[config.mk]
export PLATFORM = sky130hd
export DESIGN_NAME = loop_pair_scheduler
export DESIGN_NICKNAME = d
export VERILOG_FILES = /design/src/rtl/loop_sched_pkg.sv /design/src/rtl/loop_rr_pick.sv /design/src/rtl/loop_pair_scheduler.sv
export SDC_FILE = /design/constraint.sdc
export NUM_CORES = 1
export LEC_CHECK = 0
export BUFFER_PORTS_ARGS = -buffer_cell sky130_fd_sc_hd__buf_2
export CAP_MARGIN = 20
export CELL_PAD_IN_SITES_DETAIL_PLACEMENT = 0
export CELL_PAD_IN_SITES_GLOBAL_PLACEMENT = 1
export CORE_MARGIN = 2
export CORE_UTILIZATION = 45
export DETAILED_ROUTE_END_ITERATION = 16
export PLACE_DENSITY = 0.92
export SYNTH_ARGS = -nofsm -noshare
export SYNTH_HDL_FRONTEND = slang
export SYNTH_SLANG_ARGS = --single-unit
[constraint.sdc]
create_clock -name clk -period 7 [get_ports clk]
set_clock_uncertainty 0.15 [all_clocks]
set_input_delay 1.05 -clock clk [delete_from_list [all_inputs] [get_ports clk]]
set_output_delay 1.05 -clock clk [all_outputs]
set_load 0.02 [all_outputs]
[src/rtl/loop_sched_pkg.sv]
// Shared types and default constants for the two-requester loop scheduler.
// Pure declarations; no timing or flow-control behaviour of its own.
package loop_sched_pkg;

    typedef enum logic [1:0] {
        IDLE = 2'd0,
        RUN  = 2'd1,
        DONE = 2'd2
    } state_e;

    localparam int W_DEF       = 23;
    localparam int I_INIT_DEF  = 1;
    localparam int J_INIT_DEF  = 1000;
    localparam int J_FLOOR_DEF = 666;
    localparam int A_DI_DEF    = 2;
    localparam int A_DJ_DEF    = 1;
    localparam int B_DI_DEF    = 1;
    localparam int B_DJ_DEF    = 2;
    localparam int STEP_W      = 16;

endpackage

[src/rtl/loop_rr_pick.sv]
// Two-way round-robin picker; ptr_i names the requester favoured on a tie.
// Purely combinational; ptr_o moves away from the winner only when something is granted.
module loop_rr_pick (
    input  logic [1:0] cand_i,
    input  logic       ptr_i,
    output logic [1:0] gnt_o,
    output logic       ptr_o
);

    always_comb begin
        gnt_o = 2'b00;
        ptr_o = ptr_i;
        case (cand_i)
            2'b01:   gnt_o = 2'b01;
            2'b10:   gnt_o = 2'b10;
            2'b11:   gnt_o = ptr_i ? 2'b10 : 2'b01;
            default: gnt_o = 2'b00;
        endcase
        if (gnt_o[0]) begin
            ptr_o = 1'b1;
        end else if (gnt_o[1]) begin
            ptr_o = 1'b0;
        end
    end

endmodule

[src/rtl/loop_pair_scheduler.sv]
// Round-robin scheduler of two step requesters onto one shared i/j loop; LOOP_SCHED_ASSERT_EN adds assertions.
// Grant is combinational and counters update on the grant edge; no backpressure, ungranted requests simply wait.
module loop_pair_scheduler
    import loop_sched_pkg::*;
#(
    parameter int W       = W_DEF,
    parameter int I_INIT  = I_INIT_DEF,
    parameter int J_INIT  = J_INIT_DEF,
    parameter int J_FLOOR = J_FLOOR_DEF,
    parameter int A_DI    = A_DI_DEF,
    parameter int A_DJ    = A_DJ_DEF,
    parameter int B_DI    = B_DI_DEF,
    parameter int B_DJ    = B_DJ_DEF
) (
    input  logic              clk,
    input  logic              rst,
    input  logic              start,
    input  logic [1:0]        req,
    output logic [1:0]        gnt,
    output logic [W-1:0]      i,
    output logic [W-1:0]      j,
    output logic              busy,
    output logic              done,
    output logic [STEP_W-1:0] steps
);

    state_e            state_q, state_d;
    logic [W-1:0]      i_q, i_d, j_q, j_d;
    logic [STEP_W-1:0] steps_q, steps_d;
    logic              ptr_q, ptr_d;
    logic              elig_a, elig_b;
    logic [1:0]        pick_gnt;
    logic              pick_ptr;

    // One extra bit keeps the floor+step sums from wrapping at narrow W.
    assign elig_a = ({1'b0, j_q} >= {1'b0, i_q}) && ({1'b0, j_q} >= (W+1)'(J_FLOOR + A_DJ));
    assign elig_b = ({1'b0, j_q} >= {1'b0, i_q}) && ({1'b0, j_q} >= (W+1)'(J_FLOOR + B_DJ));

    loop_rr_pick u_pick (
        .cand_i (req & {elig_b, elig_a}),
        .ptr_i  (ptr_q),
        .gnt_o  (pick_gnt),
        .ptr_o  (pick_ptr)
    );

    always_comb begin
        state_d = state_q;
        i_d     = i_q;
        j_d     = j_q;
        steps_d = steps_q;
        ptr_d   = ptr_q;
        gnt     = 2'b00;
        case (state_q)
            IDLE, DONE: begin
                if (start) begin
                    state_d = RUN;
                    i_d     = W'(I_INIT);
                    j_d     = W'(J_INIT);
                    steps_d = '0;
                end
            end
            RUN: begin
                gnt = pick_gnt;
                if (gnt[0]) begin
                    i_d = i_q + W'(A_DI);
                    j_d = j_q - W'(A_DJ);
                end else if (gnt[1]) begin
                    i_d = i_q + W'(B_DI);
                    j_d = j_q - W'(B_DJ);
                end
                if (gnt != 2'b00) begin
                    ptr_d = pick_ptr;
                    if (steps_q != '1) begin
                        steps_d = steps_q + STEP_W'(1);
                    end
                end
                if (!elig_a && !elig_b) begin
                    state_d = DONE;
                end
            end
            default: state_d = IDLE;
        endcase
    end

    always_ff @(posedge clk) begin
        if (rst) begin
            state_q <= IDLE;
            i_q     <= W'(I_INIT);
            j_q     <= W'(J_INIT);
            steps_q <= '0;
            ptr_q   <= 1'b0;
        end else begin
            state_q <= state_d;
            i_q     <= i_d;
            j_q     <= j_d;
            steps_q <= steps_d;
            ptr_q   <= ptr_d;
        end
    end

    assign i     = i_q;
    assign j     = j_q;
    assign steps = steps_q;
    assign busy  = (state_q == RUN);
    assign done  = (state_q == DONE);

`ifdef LOOP_SCHED_ASSERT_EN
    logic reload;
    assign reload = (state_q != RUN) && start;

    a_j_range: assert property (@(posedge clk) disable iff (rst)
        (j_q <= W'(J_INIT)) && (j_q >= W'(J_FLOOR)));
    a_gnt_onehot: assert property (@(posedge clk) $onehot0(gnt));
    a_gnt_run: assert property (@(posedge clk) (gnt != 2'b00) |-> (state_q == RUN));
    a_hold: assert property (@(posedge clk) disable iff (rst)
        ((gnt == 2'b00) && !reload) |=> ($stable(i_q) && $stable(j_q)));
`else
`endif

endmodule

==> results.yml, run 1 <==
outcome:
  status: "finished clean"
detailed_routing:
  first_iter_violations: 239
  drtAntennaViolNets: 0
  vias: 4270
  firstDrtPassIters: 4
  routedWlPerCell_um: 16.97
  vias_per_cell: 6.117
  drt-total-wl_mm: 11.84
  drc: 0
power_and_ir_drop:
  powerDensity_nw_per_um2: 169.4
  internal_power_uw: 575.4
  p_comb_share_pct: 12.1
  p_total_uw: 800.3
  leakage_uw: 0.001812
  sequentialPowerShare_pct: 48.0
  swShare_pct: 28.10
  clockPowerShare_pct: 39.9
  switching_power_uw: 224.9
  ir_worst_vdd_uv: 81.94
setup_path:
  critical_path_buf_inv_count: 2
  regToRegSetupSlack_ps: 3370
  startpoint_type: "flip-flop"
  r2r-start: "i[21]"
  reg2regPathDepth: 10
  r2r-end: "i[10]"
  criticalPathCategory: "flip-flop to output pin"
  worstPathRequired_ps: 5800
  slowest_delay_ps: 680
  cp_max_fo: 6
  end_kind: "output pin"
  arrival_ps: 2900
  crit_path_frequent_cell: "nand2_1"
  critPathSlowestCell: "o31ai_1"
  critPathTopFamily: "compound AO/OA/AOI/OAI gates"
  crit_chain: "inv_1, ha_1, a21oi_1, a21boi_0, o31ai_1, nand2_1, nand2_1, nor3b_1, nor3_1, buf_2"
floorplan:
  die_h_um: 99.37
  die_w_um: 99.37
  start_util_pct: 46.70
  row_count: 34
  die-area_um2: 9873
  core_um2: 8763
  num_io_pins: 71
hold_path:
  hold_end: "i[8]"
  min_path_type: "flip-flop to flip-flop"
  min_from: "i[8]"
  worstHoldPathCells: 2
global_route:
  grt_use_met1_pct: 30.19
  grt-ovfl-total: 0
  use_met3_pct: 4.568
  grt_pass1_wl_mm: 19.50
  grtUsageTotal_pct: 24.30
  grt_pass1_vias: 3994
  antenna_found_initial: 0
  grt_max_degree: 48
  busiest_layer: "met2"
  met2_usage_pct: 41.11
clock_tree:
  post_cts_resized: 0
  cts_tree: "built"
  cts.sinks: 65
  insertion_delay_ps: 350
  ctsHoldBuffers: 0
  post-cts-setup-buffers: 0
  clockBufferDepth: 2
  h-tree-depth: 3
  clk_pin_slew_worst_paths_ps: 70
  cts_made_buffers: 9
  cts-root-buf: "clkbuf_8"
synthesis:
  yosys-top-cells-count: "dfxtp_1 (65), a21oi_1 (53), nor2_1 (38)"
  synthAdderAreaFrac_pct: 9.783
  synth_edf_count: 0
  synthArstFlopShare_pct: 0
  syn_area_per_cell_um2: 7.886
  synth_top_family_by_area: "simple AND/OR/NAND/NOR gates"
  synth_warnings: 0
  synth_nets: 556
  synth_seq_cells: 65
  synth_top_area_share_pct: 31.79
  synth_cells: 519
  synth_compound_area_share_pct: 21.89
  synth-main-ff-cell: "dfxtp_1"
  synth_area_leaders: "dfxtp_1 (32%), ha_1 (9.8%), a21oi_1 (6.5%)"
  ys_seq_area_share_pct: 31.79
  synth-simple-area-share_pct: 27.70
  syn_area_um2: 4093
  yosys.cell_count.top_type: "dfxtp_1"
  synth_top_cell_by_area: "dfxtp_1"
  synth_cell_types: 50
  muxShareOfSynthArea_pct: 2.293
  synth_xor_xnor_area_share_pct: 1.284
sta:
  rsz0062_at_grt: "false"
  post-route-period-util_pct: 58.51
  hold_viol_final: 0
  max_freq_mhz: 244.2
  tightest_slew_ps: 1136
  finalSetupViolCount: 0
  slew_headroom_pct: 24.27
  fin_ws_ps: 2904
  setup_tns_ps: 0
  slew_viol_final: 0
  fin_crit_ps: 4096
final_layout:
  syn_to_final_growth_pct: 15.41
  fin_nets: 624
  n_antenna_cell: 0
  stdcell_area_um2: 4723
  final_cells: 698
  drive_above_1_share_pct: 17.63
placed_design:
  place_congestion: 0.8516
  postPlaceCellArea_um2: 4528
  place_inst: 683
  detailed_place_hpwl_mm: 8.662
  dp_slack_ps: 3299
  io_buffers: 70
flow_run:
  cap_violations: 0
[final cells by class]
| cell class | count | area (um2) |
|---|---|---|
| Clock inverter | 3 | 42.54 |
| Timing Repair Buffer | 75 | 391.6 |
| Clock buffer | 11 | 141.4 |
| Tap cell | 108 | 135.1 |
| Inverter | 36 | 135.1 |
| Multi-Input combinational cell | 400 | 2576 |
| Fill cell | 881 | 4040 |
| Sequential cell | 65 | 1301 |
[worst reg2reg max path, delay by kind of cell (launching register included)]
kind | cells | cell delay [ps]
flip-flops | 1 | 370
buffers and inverters | 1 | 80
adder cells (fa/ha/maj) | 1 | 340
AO/OA/AOI/OAI | 3 | 1380
multiplexers | 1 | 320
AND/OR/NAND/NOR | 4 | 870
[placed cells by master (no fill, tap or decap), types with 4 or more instances in the layout]
| cell | instances |
|---|---|
| inv_1 | 36 |
| nand2_1 | 33 |
| or3_1 | 29 |
| nand3b_1 | 4 |
| nand4_1 | 20 |
| ha_1 | 32 |
| or4_1 | 15 |
| dfxtp_1 | 65 |
| nor3_1 | 19 |
| nand3_1 | 27 |
| o21a_1 | 4 |
| o21ai_0 | 31 |
| clkbuf_8 | 10 |
| a21oi_1 | 53 |
| xnor2_1 | 5 |
| and3_1 | 6 |
| buf_2 | 70 |
| a22oi_1 | 4 |
| nor4_1 | 7 |
| mux2i_1 | 6 |
| nor2_1 | 38 |
| o31ai_1 | 15 |
| buf_4 | 4 |
| nand2b_1 | 5 |
| and2_1 | 4 |
[layer usage]
metal	up-vias	share of wire, %
li1	2071	-
met2	116	48
met5	-	0
met3	27	5.5
met4	0	2.8
met1	2056	44
[kinds of logic (layout without fill, tap and decap cells)]
kind of cell               count (synthesis)  count (layout)
DFF                                       65              65
muxes                                      9               9
AOI/OAI and AO/OA                        139             139
adders and majority gates                 32              32
xor gates and xnor gates                   6               6
buffers and inverters                     54             125
and+or+nand+nor                          214             214
[sequential cells by signal (all words and copies together) (netlist names)]
register and flops:
j 23, ptr_q 1, steps 16, i 23, state_q 2
[power by group through the flow]
| stage | Combinational (uW) | Sequential (uW) | Clock [uW] |
|---|---|---|---|
| floorplan | 64.9 | 395 | 0 |
| global placement | 93.3 | 393 | 0 |
| detailed placement | 95.5 | 393 | 0 |
| CTS | 95.9 | 384 | 326 |
| global route | 108 | 385 | 341 |
| finish | 96.8 | 384 | 319 |
[per-stage QoR]
step                util (%)  hold slack [ps]
finish                 53.90            345.3
global route           53.90            375.5
CTS                    53.77            350.5
detailed placement     51.67            337.6
global placement       51.67            320.8
floorplan                  -            317.2
[worst max-delay path by stage]
| stage | from | end | slack [ps] | cells past startpoint |
|---|---|---|---|---|
| 2_1_floorplan | i[13] | gnt[1] | 3370 | 9 |
| 3_3_place_gp | i[13] | gnt[1] | 3400 | 10 |
| 3_5_place_dp | i[13] | gnt[1] | 3300 | 10 |
| 4_1_cts | i[13] | gnt[1] | 2920 | 10 |
| 5_1_grt | i[13] | gnt[1] | 2710 | 10 |
| 6_report | i[13] | gnt[1] | 2900 | 10 |
Power figures use the tool's default switching activity.
==> inputs of run 2 (changes only) <==
--- a/config.mk
+++ b/config.mk
@@ -10,9 +10,9 @@
 export CELL_PAD_IN_SITES_DETAIL_PLACEMENT = 0
 export CELL_PAD_IN_SITES_GLOBAL_PLACEMENT = 1
 export CORE_MARGIN = 2
-export CORE_UTILIZATION = 45
+export CORE_UTILIZATION = 37
 export DETAILED_ROUTE_END_ITERATION = 16
-export PLACE_DENSITY = 0.92
+export PLACE_DENSITY = 0.82
 export SYNTH_ARGS = -nofsm -noshare
 export SYNTH_HDL_FRONTEND = slang
 export SYNTH_SLANG_ARGS = --single-unit
==> constraint.sdc (replaced) <==
create_clock -name clk -period 3.3 [get_ports clk]
set_clock_uncertainty 0.15 [all_clocks]
set_input_delay 0.495 -clock clk [delete_from_list [all_inputs] [get_ports clk]]
set_output_delay 0.495 -clock clk [all_outputs]
set_load 0.02 [all_outputs]
==> results.yml, run 2 (synthesis results as in run 1) <==
hold_path:
  min_path_type: "input pin to flip-flop"
  min_from: "rst"
  worstHoldPathCells: 2
  hold_end: "steps[0]"
detailed_routing:
  vias: 4314
  first_iter_violations: 219
  vias_per_cell: 5.625
  drc: 0
  routedWlPerCell_um: 16.45
  drtAntennaViolNets: 0
  firstDrtPassIters: 5
  drt-total-wl_mm: 12.62
power_and_ir_drop:
  powerDensity_nw_per_um2: 338.4
  internal_power_uw: 1250
  swShare_pct: 28.58
  sequentialPowerShare_pct: 46.2
  switching_power_uw: 500.1
  leakage_uw: 0.002019
  ir_worst_vdd_uv: 222.1
  p_comb_share_pct: 13.9
  clockPowerShare_pct: 39.9
clock_tree:
  h-tree-depth: 3
  cts_tree: "built"
  clockBufferDepth: 2
  cts_made_buffers: 9
  clk_pin_slew_worst_paths_ps: 80
  insertion_delay_ps: 360
  cts-root-buf: "clkbuf_8"
  cts.sinks: 65
floorplan:
  start_util_pct: 37.92
  die_h_um: 109.2
  row_count: 38
  die-area_um2: 11920
  core_um2: 10790
  die_w_um: 109.2
  num_io_pins: 71
sta:
  slew_viol_final: 0
  rsz0062_at_grt: "true"
  max_freq_mhz: 312.3
  post-route-period-util_pct: 97.02
  slew_headroom_pct: 37.67
  fin_crit_ps: 3202
  hold_viol_final: 0
  finalSetupViolCount: 0
  fin_ws_ps: 98.28
  hold_ws_ps: 308.8
  tightest_slew_ps: 928.7
setup_path:
  criticalPathCategory: "flip-flop to output pin"
  reg2regPathDepth: 10
  regToRegSetupSlack_ps: 160
  arrival_ps: 2560
  r2r-start: "j[6]"
  worstPathRequired_ps: 2650
  end_kind: "output pin"
  startpoint_type: "flip-flop"
  r2r-end: "i[12]"
  cp_max_fo: 7
flow_run:
  cap_violations: 0
global_route:
  busiest_layer: "met2"
  grt_pass1_vias: 4004
  use_met3_pct: 4.722
  met2_usage_pct: 36.82
  grt-ovfl-total: 0
  grtUsageTotal_pct: 21.44
  grt_max_degree: 34
  grt_pass1_wl_mm: 19.81
  grt_use_met1_pct: 26.21
  antenna_found_initial: 0
final_layout:
  drive_above_1_share_pct: 25.68
  stdcell_area_um2: 5171
  num-fill-cells: 1094
  final_cell_mix: "buf_2 (70), dfxtp_1 (57), a21oi_1 (51)"
  layout.area.seq_um2: 1314
  n_antenna_cell: 0
  final_cells: 767
  syn_to_final_growth_pct: 26.35
  layout_commonest_cell: "buf_2"
  fin_nets: 659
  multiInputGateArea_um2: 2671
placed_design:
  dp_slack_ps: 46.19
  place_inst: 749
  postPlaceCellArea_um2: 4848
  detailed_place_hpwl_mm: 9.443
  place_congestion: 0.8684
  io_buffers: 70
outcome:
  status: "finished clean"
==> run 2: cell count changes in the layout (fill, tap and decap cells not counted), sizes merged <==
cell / previous run / this run
buf: 75 / 110
clkinv: 1 / 2
clkinvlp: 1 / 2
==> run 2: layout make-up <==
class / instances / share of cell area, %
multi-input cells: 400 / 51.66
flip-flops and latches: 65 / 25.41
repair buffers: 110 / 13.14
well taps: 140 / 3.387
clock buffers: 11 / 2.734
inverters: 36 / 2.613
clock inverters: 5 / 1.065
==> run 2: critical path, stage by stage (launching register included) <==
cell and delay, ps:
dfxtp_2 390, nor4_2 300, buf_4 170, nand2_1 140, or3_4 430, o221ai_4 250
a21oi_4 80, buf_6 150, nand2_2 100, inv_1 40, buf_2 150
==> run 2: through the flow <==
stage	utilization, %	setup TNS, ps	power [uW]
floorplan	-	0	976.4
global placement	44.92	0	1055
detailed placement	44.92	0	1061
CTS	46.89	0	1750
global route	47.91	-69.42	1829
finish	47.91	0	1750
==> run 2: power by group through the flow <==
stage / registers, uW / clock network [uW] / logic (uW)
6_report: 809 / 698 / 243
5_1_grt: 811 / 750 / 268
4_1_cts: 809 / 706 / 235
3_5_place_dp: 828 / 0 / 233
3_3_place_gp: 827 / 0 / 228
2_1_floorplan: 839 / 0 / 138
==> run 2: worst max path at each step <==
stage,start,endpoint,cells past startpoint
after floorplan,i[21],i[12],11
after global placement,j[16],i[5],9
after detailed placement,j[16],i[5],9
after CTS,i[21],gnt[0],12
after global routing,j[16],gnt[0],10
final,j[16],gnt[0],10
==> run 2: repair_timing <==
| action | 4_1_cts | 5_1_grt |
|---|---|---|
| buffers inserted | 1 | 1 |
| hold buffers | 0 | 0 |
| setup endpoints to repair | 2 | 10 |
| resized for setup | 3 | 24 |
| pin swaps | 2 | 6 |
==> run 2: routing by layer <==
layer,routed length [um],vias to the layer above
li1,-,2147
met1,5523,2045
met2,6251,104
met3,618,18
met4,222,0
met5,0,-
==> inputs of run 3 (changes only) <==
--- a/config.mk
+++ b/config.mk
@@ -9,6 +9,7 @@
 export CAP_MARGIN = 20
 export CELL_PAD_IN_SITES_DETAIL_PLACEMENT = 0
 export CELL_PAD_IN_SITES_GLOBAL_PLACEMENT = 1
+export CORE_ASPECT_RATIO = 1.4
 export CORE_MARGIN = 2
 export CORE_UTILIZATION = 37
 export DETAILED_ROUTE_END_ITERATION = 16
==> results.yml, run 3 (synthesis results as in run 1) <==
final_layout:
  syn_to_final_growth_pct: 26.57
  drive_above_1_share_pct: 25.32
  final_cell_mix: "buf_2 (70), dfxtp_1 (56), a21oi_1 (52)"
  layout_commonest_cell: "buf_2"
  num-fill-cells: 1118
  multiInputGateArea_um2: 2633
  fin_nets: 661
  layout.area.seq_um2: 1313
  n_antenna_cell: 0
sta:
  tightest_slew_ps: 509.1
  fin_crit_ps: 3167
  fin_ws_ps: 133.0
  hold_viol_final: 0
  slew_headroom_pct: 65.09
  max_freq_mhz: 315.8
  finalSetupViolCount: 0
  post-route-period-util_pct: 95.97
  slew_viol_final: 0
  rsz0062_at_grt: "true"
detailed_routing:
  firstDrtPassIters: 5
  top_layer: "met4"
  wl_met2_mm: 6.677
  vias: 4360
  vias_per_cell: 5.670
  drt-total-wl_mm: 12.92
  drc: 0
  wl_met3_um: 625
  drtAntennaViolNets: 0
  first_iter_violations: 257
  routedWlPerCell_um: 16.80
  m1WireLength_mm: 5.154
power_and_ir_drop:
  p_total_uw: 1910
  leakage_uw: 0.002043
  p_comb_share_pct: 12.7
  clockPowerShare_pct: 44.9
  powerDensity_nw_per_um2: 368.8
  switching_power_uw: 503.2
  internal_power_uw: 1407
  swShare_pct: 26.34
  ir_worst_vdd_uv: 248.8
  sequentialPowerShare_pct: 42.5
outcome:
  status: "finished clean"
global_route:
  grt_pass1_wl_mm: 20.91
  grt_pass1_vias: 4233
  grt-ovfl-total: 0
  grtUsageTotal_pct: 22.11
  grt_max_degree: 25
  antenna_found_initial: 0
setup_path:
  cp-startpoint: "i[16]"
  r2r-end: "j[11]"
  r2r-start: "j[5]"
  criticalPathCategory: "flip-flop to output pin"
  end_kind: "output pin"
  startpoint_type: "flip-flop"
  cp_max_fo: 4
  arrival_ps: 2520
  regToRegSetupSlack_ps: 130
  reg2regPathDepth: 9
  worstPathRequired_ps: 2650
clock_tree:
  cts-root-buf: "clkbuf_16"
  clockBufferDepth: 2
  ctsHoldBuffers: 0
  cts.sinks: 65
  h-tree-depth: 3
  cts_made_buffers: 9
  insertion_delay_ps: 330
  cts_tree: "built"
  clk_pin_slew_worst_paths_ps: 50
floorplan:
  num_io_pins: 71
  start_util_pct: 37.86
  core_um2: 10810
  die_h_um: 128.4
  row_count: 45
  die_w_um: 92.89
  die-area_um2: 11930
placed_design:
  dp_slack_ps: 73.23
  place_congestion: 0.8907
  io_buffers: 70
  detailed_place_hpwl_mm: 9.839
hold_path:
  min_path_type: "flip-flop to flip-flop"
  min_from: "i[8]"
  hold_end: "i[8]"
  worstHoldPathCells: 2
flow_run:
  cap_violations: 0
[run 3: worst max-delay path by stage]
stage | endpoint | slack (ps)
global route | gnt[1] | -70
detailed placement | i[6] | 70
global placement | i[6] | 120
CTS | gnt[1] | 0.4
finish | gnt[1] | 130
floorplan | i[12] | 180
[run 3: what timing repair did]
action	CTS	global route
pin swaps	1	7
buffers inserted	1	2
endpoints found under the setup margin	1	42
gates cloned	0	0
gates resized for setup	2	20
[run 3: routing by layer]
metal | GRT usage (%) | vias up
met2 | 38.87 | 104
met1 | 24.97 | 2069
met5 | 0 | -
li1 | - | 2157
met3 | 4.625 | 30
met4 | 11.68 | 0
[run 3: power groups by stage]
stage,combinational [uW],clock [uW],sequential (uW)
global route,265,912,812
floorplan,138,0,839
CTS,238,873,810
detailed placement,237,0,827
global placement,230,0,826
finish,242,857,811
[run 3: final cells by class]
class	instances	share of cell area, %
Multi-Input combinational cell	400	50.82
Sequential cell	65	25.34
Timing Repair Buffer	112	12.85
Clock buffer	15	4.976
Tap cell	141	3.406
Inverter	36	2.609
[run 3: critical path, stage by stage (launching register included)]
cell	delay [ps]
dfxtp_2	330
inv_1	80
ha_1	310
a21oi_1	170
o21ai_0	130
a221oi_2	290
o21a_2	230
nand2_2	80
nand2_2	80
nor3b_1	50
nor3_1	220
buf_2	210
[run 3: metrics by stage]
stage          area, um2  cells  TNS (ps)  util [%]  hold slack, ps
6_report            5180    769         0     47.92           334.5
2_1_floorplan       4093    519         0         -           317.2
5_1_grt             5180    769    -122.7     47.92           356.2
4_1_cts             5100    767         0     47.18           341.1
3_3_place_gp        4832    751         0     44.70           323.3
3_5_place_dp        4832    751         0     44.70           337.8
